<file path="config.mk">
export PLATFORM = sky130hd
export DESIGN_NAME = pulse_tx_encoder
export DESIGN_NICKNAME = d
export VERILOG_FILES = /design/src/rtl/pulse_tx_encoder.sv
export SDC_FILE = /design/constraint.sdc
export NUM_CORES = 1
export LEC_CHECK = 0
export CAP_MARGIN = 20
export CORE_ASPECT_RATIO = 1.1
export CORE_UTILIZATION = 40
export DETAILED_ROUTE_END_ITERATION = 10
export HOLD_SLACK_MARGIN = 0.05
export PLACE_DENSITY = 0.69
export SLEW_MARGIN = 20
export SYNTH_ARGS = -nofsm -noshare
export SYNTH_HDL_FRONTEND = slang
export SYNTH_SLANG_ARGS = --single-unit
</file>
<file path="constraint.sdc">
create_clock -name i_clk -period 4.1 [get_ports i_clk]
set_input_delay 0.82 -clock i_clk [delete_from_list [all_inputs] [get_ports i_clk]]
set_output_delay 0.82 -clock i_clk [all_outputs]
set_load 0.005 [all_outputs]
</file>
<file path="src/rtl/pulse_tx_encoder.sv">
`default_nettype none
// +------------------------------------------------------------------------+
// | Module   : pulse_tx_encoder                                            |
// | Function : Single-wire pulse-width transmitter. Words are serialised   |
// |            MSB-first as fixed-period bits whose high time encodes the  |
// |            bit value (short high = 0, long high = 1).                  |
// | Options  : PULSE_TX_LATCH_EN - when defined, a LATCH_TICKS low period  |
// |            follows the last queued word before returning to idle.      |
// | Revision : 1.0 - initial release                                       |
// +------------------------------------------------------------------------+
module pulse_tx_encoder #(
  parameter int DIVISOR     = 5,
  parameter int WORD_BITS   = 24,
  parameter int T0H_TICKS   = 4,
  parameter int T1H_TICKS   = 8,
  parameter int BIT_TICKS   = 12,
  parameter int LATCH_TICKS = 500
) (
  input  logic                 i_clk,
  input  logic                 i_reset_n,
  input  logic [WORD_BITS-1:0] i_data,
  input  logic                 i_valid,
  output logic                 o_ready,
  output logic                 o_dout,
  output logic                 o_busy,
  output logic                 o_done
);

  localparam int DW = (DIVISOR > 1) ? $clog2(DIVISOR) : 1;
  localparam int TW = $clog2(BIT_TICKS + 1);
  localparam int BW = (WORD_BITS > 1) ? $clog2(WORD_BITS) : 1;

  localparam logic [DW-1:0] c_div_last  = DW'(DIVISOR - 1);
  localparam logic [TW-1:0] c_t0h_ticks = TW'(T0H_TICKS);
  localparam logic [TW-1:0] c_t1h_ticks = TW'(T1H_TICKS);
  localparam logic [TW-1:0] c_bit_ticks = TW'(BIT_TICKS);
  localparam logic [BW-1:0] c_last_bit  = BW'(WORD_BITS - 1);

  typedef enum logic [1:0] {
    S_IDLE  = 2'd0,
    S_HIGH  = 2'd1,
    S_LOW   = 2'd2
`ifdef PULSE_TX_LATCH_EN
    ,
    S_LATCH = 2'd3
`endif
  } state_t;

  state_t                r_state;
  logic [WORD_BITS-1:0]  r_hold_data;
  logic                  r_hold_full;
  logic [WORD_BITS-1:0]  r_shift;
  logic [BW-1:0]         r_bit_cnt;
  logic [TW-1:0]         r_tick_cnt;
  logic [DW-1:0]         r_div;
  logic                  r_dout;
  logic                  r_done;

  logic                  w_tick;
  logic [TW-1:0]         w_tick_nxt;
  logic [TW-1:0]         w_high_ticks;
  logic                  w_bit_end;
  logic                  w_last_bit;
  logic                  w_load;

`ifdef PULSE_TX_LATCH_EN
  localparam int LW = $clog2(LATCH_TICKS + 1);
  localparam logic [LW-1:0] c_latch_ticks = LW'(LATCH_TICKS);
  logic [LW-1:0]         r_latch_cnt;
  logic [LW-1:0]         w_latch_nxt;
  assign w_latch_nxt = r_latch_cnt + LW'(1);
`else
  // Latch length has no meaning without the latch period; kept only so the
  // parameter list stays identical in both builds.
  logic w_unused_latch;
  assign w_unused_latch = |LATCH_TICKS;
`endif

  assign w_tick       = (r_div == c_div_last);
  assign w_tick_nxt   = r_tick_cnt + TW'(1);
  assign w_high_ticks = r_shift[WORD_BITS-1] ? c_t1h_ticks : c_t0h_ticks;
  assign w_bit_end    = (r_state == S_LOW) && w_tick && (w_tick_nxt == c_bit_ticks);
  assign w_last_bit   = (r_bit_cnt == c_last_bit);
  // A queued word moves into the shift register either from idle or at the
  // exact end of the previous word's last bit, giving gapless streaming.
  assign w_load       = r_hold_full && ((r_state == S_IDLE) || (w_bit_end && w_last_bit));

  assign o_ready = !r_hold_full;
  assign o_busy  = (r_state != S_IDLE) || r_hold_full;
  assign o_dout  = r_dout;
  assign o_done  = r_done;

  // Clock-enable divider; restarted on every word load so each word starts phase-aligned.
  always_ff @(posedge i_clk or negedge i_reset_n) begin
    if (!i_reset_n) begin
      r_div <= '0;
    end else if (w_load || w_tick) begin
      r_div <= '0;
    end else begin
      r_div <= r_div + DW'(1);
    end
  end

  // One-word holding register: filled by the handshake, emptied by a load.
  always_ff @(posedge i_clk or negedge i_reset_n) begin
    if (!i_reset_n) begin
      r_hold_full <= 1'b0;
      r_hold_data <= '0;
    end else if (w_load) begin
      r_hold_full <= 1'b0;
    end else if (i_valid && !r_hold_full) begin
      r_hold_data <= i_data;
      r_hold_full <= 1'b1;
    end
  end

  // Transmit state machine with registered line and done outputs.
  always_ff @(posedge i_clk or negedge i_reset_n) begin
    if (!i_reset_n) begin
      r_state    <= S_IDLE;
      r_shift    <= '0;
      r_bit_cnt  <= '0;
      r_tick_cnt <= '0;
      r_dout     <= 1'b0;
      r_done     <= 1'b0;
`ifdef PULSE_TX_LATCH_EN
      r_latch_cnt <= '0;
`endif
    end else begin
      r_done <= 1'b0;
      case (r_state)
        S_IDLE: begin
          r_dout <= 1'b0;
          if (w_load) begin
            r_shift    <= r_hold_data;
            r_bit_cnt  <= '0;
            r_tick_cnt <= '0;
            r_state    <= S_HIGH;
            r_dout     <= 1'b1;
          end
        end
        S_HIGH: begin
          if (w_tick) begin
            r_tick_cnt <= w_tick_nxt;
            if (w_tick_nxt == w_high_ticks) begin
              r_state <= S_LOW;
              r_dout  <= 1'b0;
            end
          end
        end
        S_LOW: begin
          if (w_bit_end) begin
            r_tick_cnt <= '0;
            if (!w_last_bit) begin
              r_shift   <= {r_shift[WORD_BITS-2:0], 1'b0};
              r_bit_cnt <= r_bit_cnt + BW'(1);
              r_state   <= S_HIGH;
              r_dout    <= 1'b1;
            end else if (w_load) begin
              r_shift   <= r_hold_data;
              r_bit_cnt <= '0;
              r_state   <= S_HIGH;
              r_dout    <= 1'b1;
            end else begin
`ifdef PULSE_TX_LATCH_EN
              r_latch_cnt <= '0;
              r_state     <= S_LATCH;
`else
              r_state <= S_IDLE;
              r_done  <= 1'b1;
`endif
            end
          end else if (w_tick) begin
            r_tick_cnt <= w_tick_nxt;
          end
        end
`ifdef PULSE_TX_LATCH_EN
        S_LATCH: begin
          if (w_tick) begin
            if (w_latch_nxt == c_latch_ticks) begin
              r_latch_cnt <= '0;
              r_state     <= S_IDLE;
              // A word that arrived during the latch continues the stream,
              // so the transmission is not yet finished.
              r_done      <= !r_hold_full;
            end else begin
              r_latch_cnt <= w_latch_nxt;
            end
          end
        end
`endif
        default: begin
          r_state <= S_IDLE;
          r_dout  <= 1'b0;
        end
      endcase
    end
  end

endmodule
`default_nettype wire

</file>
==> flow_summary_export.csv <==
group,metric,value,unit
status,status,"finished, final reports clean",
clock_tree,post_cts_buffers,0,
clock_tree,cts_buffers,9,
power,seqPwrFrac,0.433,
route,first_pass_iters,5,
setup_path,worst_ep_arrival_time,1.97,ns
clock_tree,postCtsHoldBufs,0,
flow_run,drv_cap,0,
route,dr_total_vias,2514,
global_routing,grt_use_total,0.1747,
layout,nets,377,
power,swShare,0.3622,
synthesis,yosysWarnings,0,
timing,hold_violations,0,
setup_path,crit_path_end_kind,"output port",
synthesis,seq_area_frac_synth,0.4939,
timing,final_max_slew_viol_count,0,
synthesis,synth_nets,352,
timing,worst_slew_pin_slew,0.8543,ns
route,viasPerCell,5.537,
route,drt-initial-drc-count,104,
timing,fin_tns_setup,0,ns
synthesis,ys_ff_latch,65,
power,p_leak,1.570,nW
layout,fill_cells,751,
synthesis,async_flop_share,1.000,
synthesis,synthCells,316,
layout,final_cells,454,
setup_path,setup.worst_path.class,"reg -> out",
synthesis,ys.flop_type,"dfrtp_1",
clock_tree,cts.sinks,65,
floorplan,start_util,0.4140,
timing,slew_headroom,0.4304,
clock_tree,clkLatencyLatePin,0.35,ns
clock_tree,htreeDepth,3,
synthesis,synth_edf_count,0,
layout,num_antenna_cells,0,
route,wl_per_cell,15.30,um
placement,port_buffers,30,
global_routing,overflow,0,
setup_path,r2r_slack,1.47,ns
power,power_density,654.1,mW/mm^2
floorplan,io-pin-count,31,
hold_path,holdCritPathClass,"reg -> reg",
power,ir_drop,370.7,uV
global_routing,grt_pass1_wl,11620,um
global_routing,grt_pass1_vias,2436,
setup_path,critical_path_buf_inv_count,2,
timing,period_needed,2.787,ns
placement,place_inst,438,
timing,max_freq,358.8,MHz
power,power.net_switching,0.9163,mW
setup_path,crit_chain,"inv_1, nand2_1, clkdlybuf4s50_1",
timing,rsz0062_at_grt,"false",
setup_path,start_kind,"flip-flop",
setup_path,max_stage_delay,0.56,ns
global_routing,grt_max_degree,37,
clock_tree,path_clk_slew,0.07,ns
floorplan,die_w,88.51,um
floorplan,rows,34,
timing,setup_viol,0,
synthesis,synth_area,0.003293,mm^2
floorplan,core_area,0.007955,mm^2
clock_tree,cts_buffer_depth,2,
power,clkPwrFrac,0.201,
clock_tree,cts_tree,"done",
setup_path,critical_path_required,3.28,ns
floorplan,fp.dieH,97.17,um
setup_path,slowest_stage,"dfrtp_1",
layout,syn2layout_area_growth,17.44,%
layout,drive_above_1_share,0.1561,
power,p_int,1.613,mW
route,drt-total-wl,6947,um
clock_tree,clockRootBuffer,"clkbuf_8",
floorplan,dieArea,0.008600,mm^2
timing,worst_clock_skew,0.007401,ns
timing,period_share,0.6797,
route,postRouteAntennaNets,0,
synthesis,postSynthAreaPerCell,10.42,um^2
setup_path,cp_top_family,"buffers and inverters",
power,comb_power_share,0.366,
power,p_total,2.530,mW
placement,place_congestion,0.7751,
clock_tree,cts_resized,0,
global_routing,antenna_found_initial,0,
synthesis,yosys.cell_types.count,48,
setup_path,crit_fanout,13,
route,post-route-drc-count,0,
placement,dp_hpwl,4415,um
logic make-up after synthesis:
group | synth area share
flops | 0.4939
mux | 0.09650
compound gates | 0.2006
buf+inv | 0.03571
fa+ha+maj | 0.03420
simple gates | 0.1391
final timing paths:
kind / startpoint / endpoint / depth (start not counted)
max in group asynchronous: i_reset_n / r_hold_data[1] / 2
worst max-delay path: r_hold_full / o_busy / 3
min in group asynchronous: i_reset_n / r_tick_cnt[3] / 1
worst min-delay path: r_hold_data[9] / r_hold_data[9] / 1
worst min register to register: r_hold_data[9] / r_hold_data[9] / 1
worst max register to register: r_div[1] / r_shift[13] / 7
synth_stat cells (all sizes together) (2+ instances only):
cell type | count | area (um^2)
a211oi | 47 | 352.8
a21boi | 2 | 15.02
a21oi | 7 | 35.03
a31oi | 3 | 18.77
and2 | 2 | 12.51
and3 | 5 | 31.28
clkbuf | 20 | 76.32
dfrtp | 65 | 1627
ha | 9 | 112.6
inv | 8 | 30.03
mux2 | 25 | 285.3
nand2 | 14 | 52.55
nand2b | 6 | 37.54
nand4 | 3 | 18.77
nor2 | 49 | 183.9
nor2b | 3 | 18.77
nor3 | 4 | 20.02
o2111a | 2 | 22.52
o211a | 2 | 20.02
o211ai | 4 | 35.03
o21ai | 14 | 73.82
or2 | 2 | 12.52
or2b | 2 | 15.01
cells in the final DEF (no fill, tap or decap), types with 2 or more instances in the layout:
cell,count
o21ai_0,12
a211oi_1,47
mux2_2,24
nor2_1,49
inv_1,8
clkinvlp_4,3
dfrtp_1,65
clkbuf_8,11
o2111a_1,2
or2b_1,2
a21oi_1,7
nand2_1,14
nor3_1,4
and3_1,5
buf_4,5
nand2b_1,6
clkdlybuf4s50_1,29
ha_1,9
nor2b_1,2
o211ai_1,3
and2_1,2
nand4_1,3
o211a_1,2
a31oi_1,3
final cells by class:
class / instances / area [um^2] / area share
Tap cell: 108 / 135.1 / 0.03494
Sequential cell: 65 / 1627 / 0.4206
Clock inverter: 4 / 27.53 / 0.007117
Multi-Input combinational cell: 222 / 1560 / 0.4034
Inverter: 8 / 30.03 / 0.007764
Clock buffer: 12 / 155.1 / 0.04012
Timing Repair Buffer: 35 / 332.8 / 0.08606
power by group through the flow:
stage	registers, mW	logic, mW	clock network (mW)
after floorplan	1.04	0.713	0
after global placement	1.10	0.886	0
after detailed placement	1.10	0.920	0
after CTS	1.09	0.928	0.518
after global routing	1.13	1.02	0.545
final	1.10	0.926	0.509
per-layer routing:
metal  vias up  part of all wire  global-route usage
li1       1202                 -                   -
met1      1246              0.46              0.2489
met2        55              0.48              0.2509
met3        11             0.040             0.04163
met4         0             0.018             0.07692
met5         -                 0                   0
state kept, by name (all words and copies together), names as in the netlist:
register,cells
r_div,3
r_hold_full,1
r_tick_cnt,4
o_dout,1
r_state,2
r_bit_cnt,5
r_shift,24
r_hold_data,24
o_done,1
worst reg2reg max path: cells and delay by family (launching register included):
kind	cells	cell delay [ns]
DFF	1	0.39
and+or+nand+nor	3	0.80
buffers and inverters	1	0.07
AOI/OAI and AO/OA	2	1.04
adders and majority gates	1	0.23
metrics by stage:
stage,setup WS (ns),util,instance area [um^2],hold WS [ns]
final,1.313,0.4862,3867,0.5138
after global placement,1.562,0.4621,3676,0.4929
after detailed placement,1.506,0.4621,3676,0.4960
after CTS,1.304,0.4851,3859,0.5135
after global routing,1.174,0.4862,3867,0.5268
after floorplan,2.012,-,3293,0.4810
(Power assumes the default switching activity.)
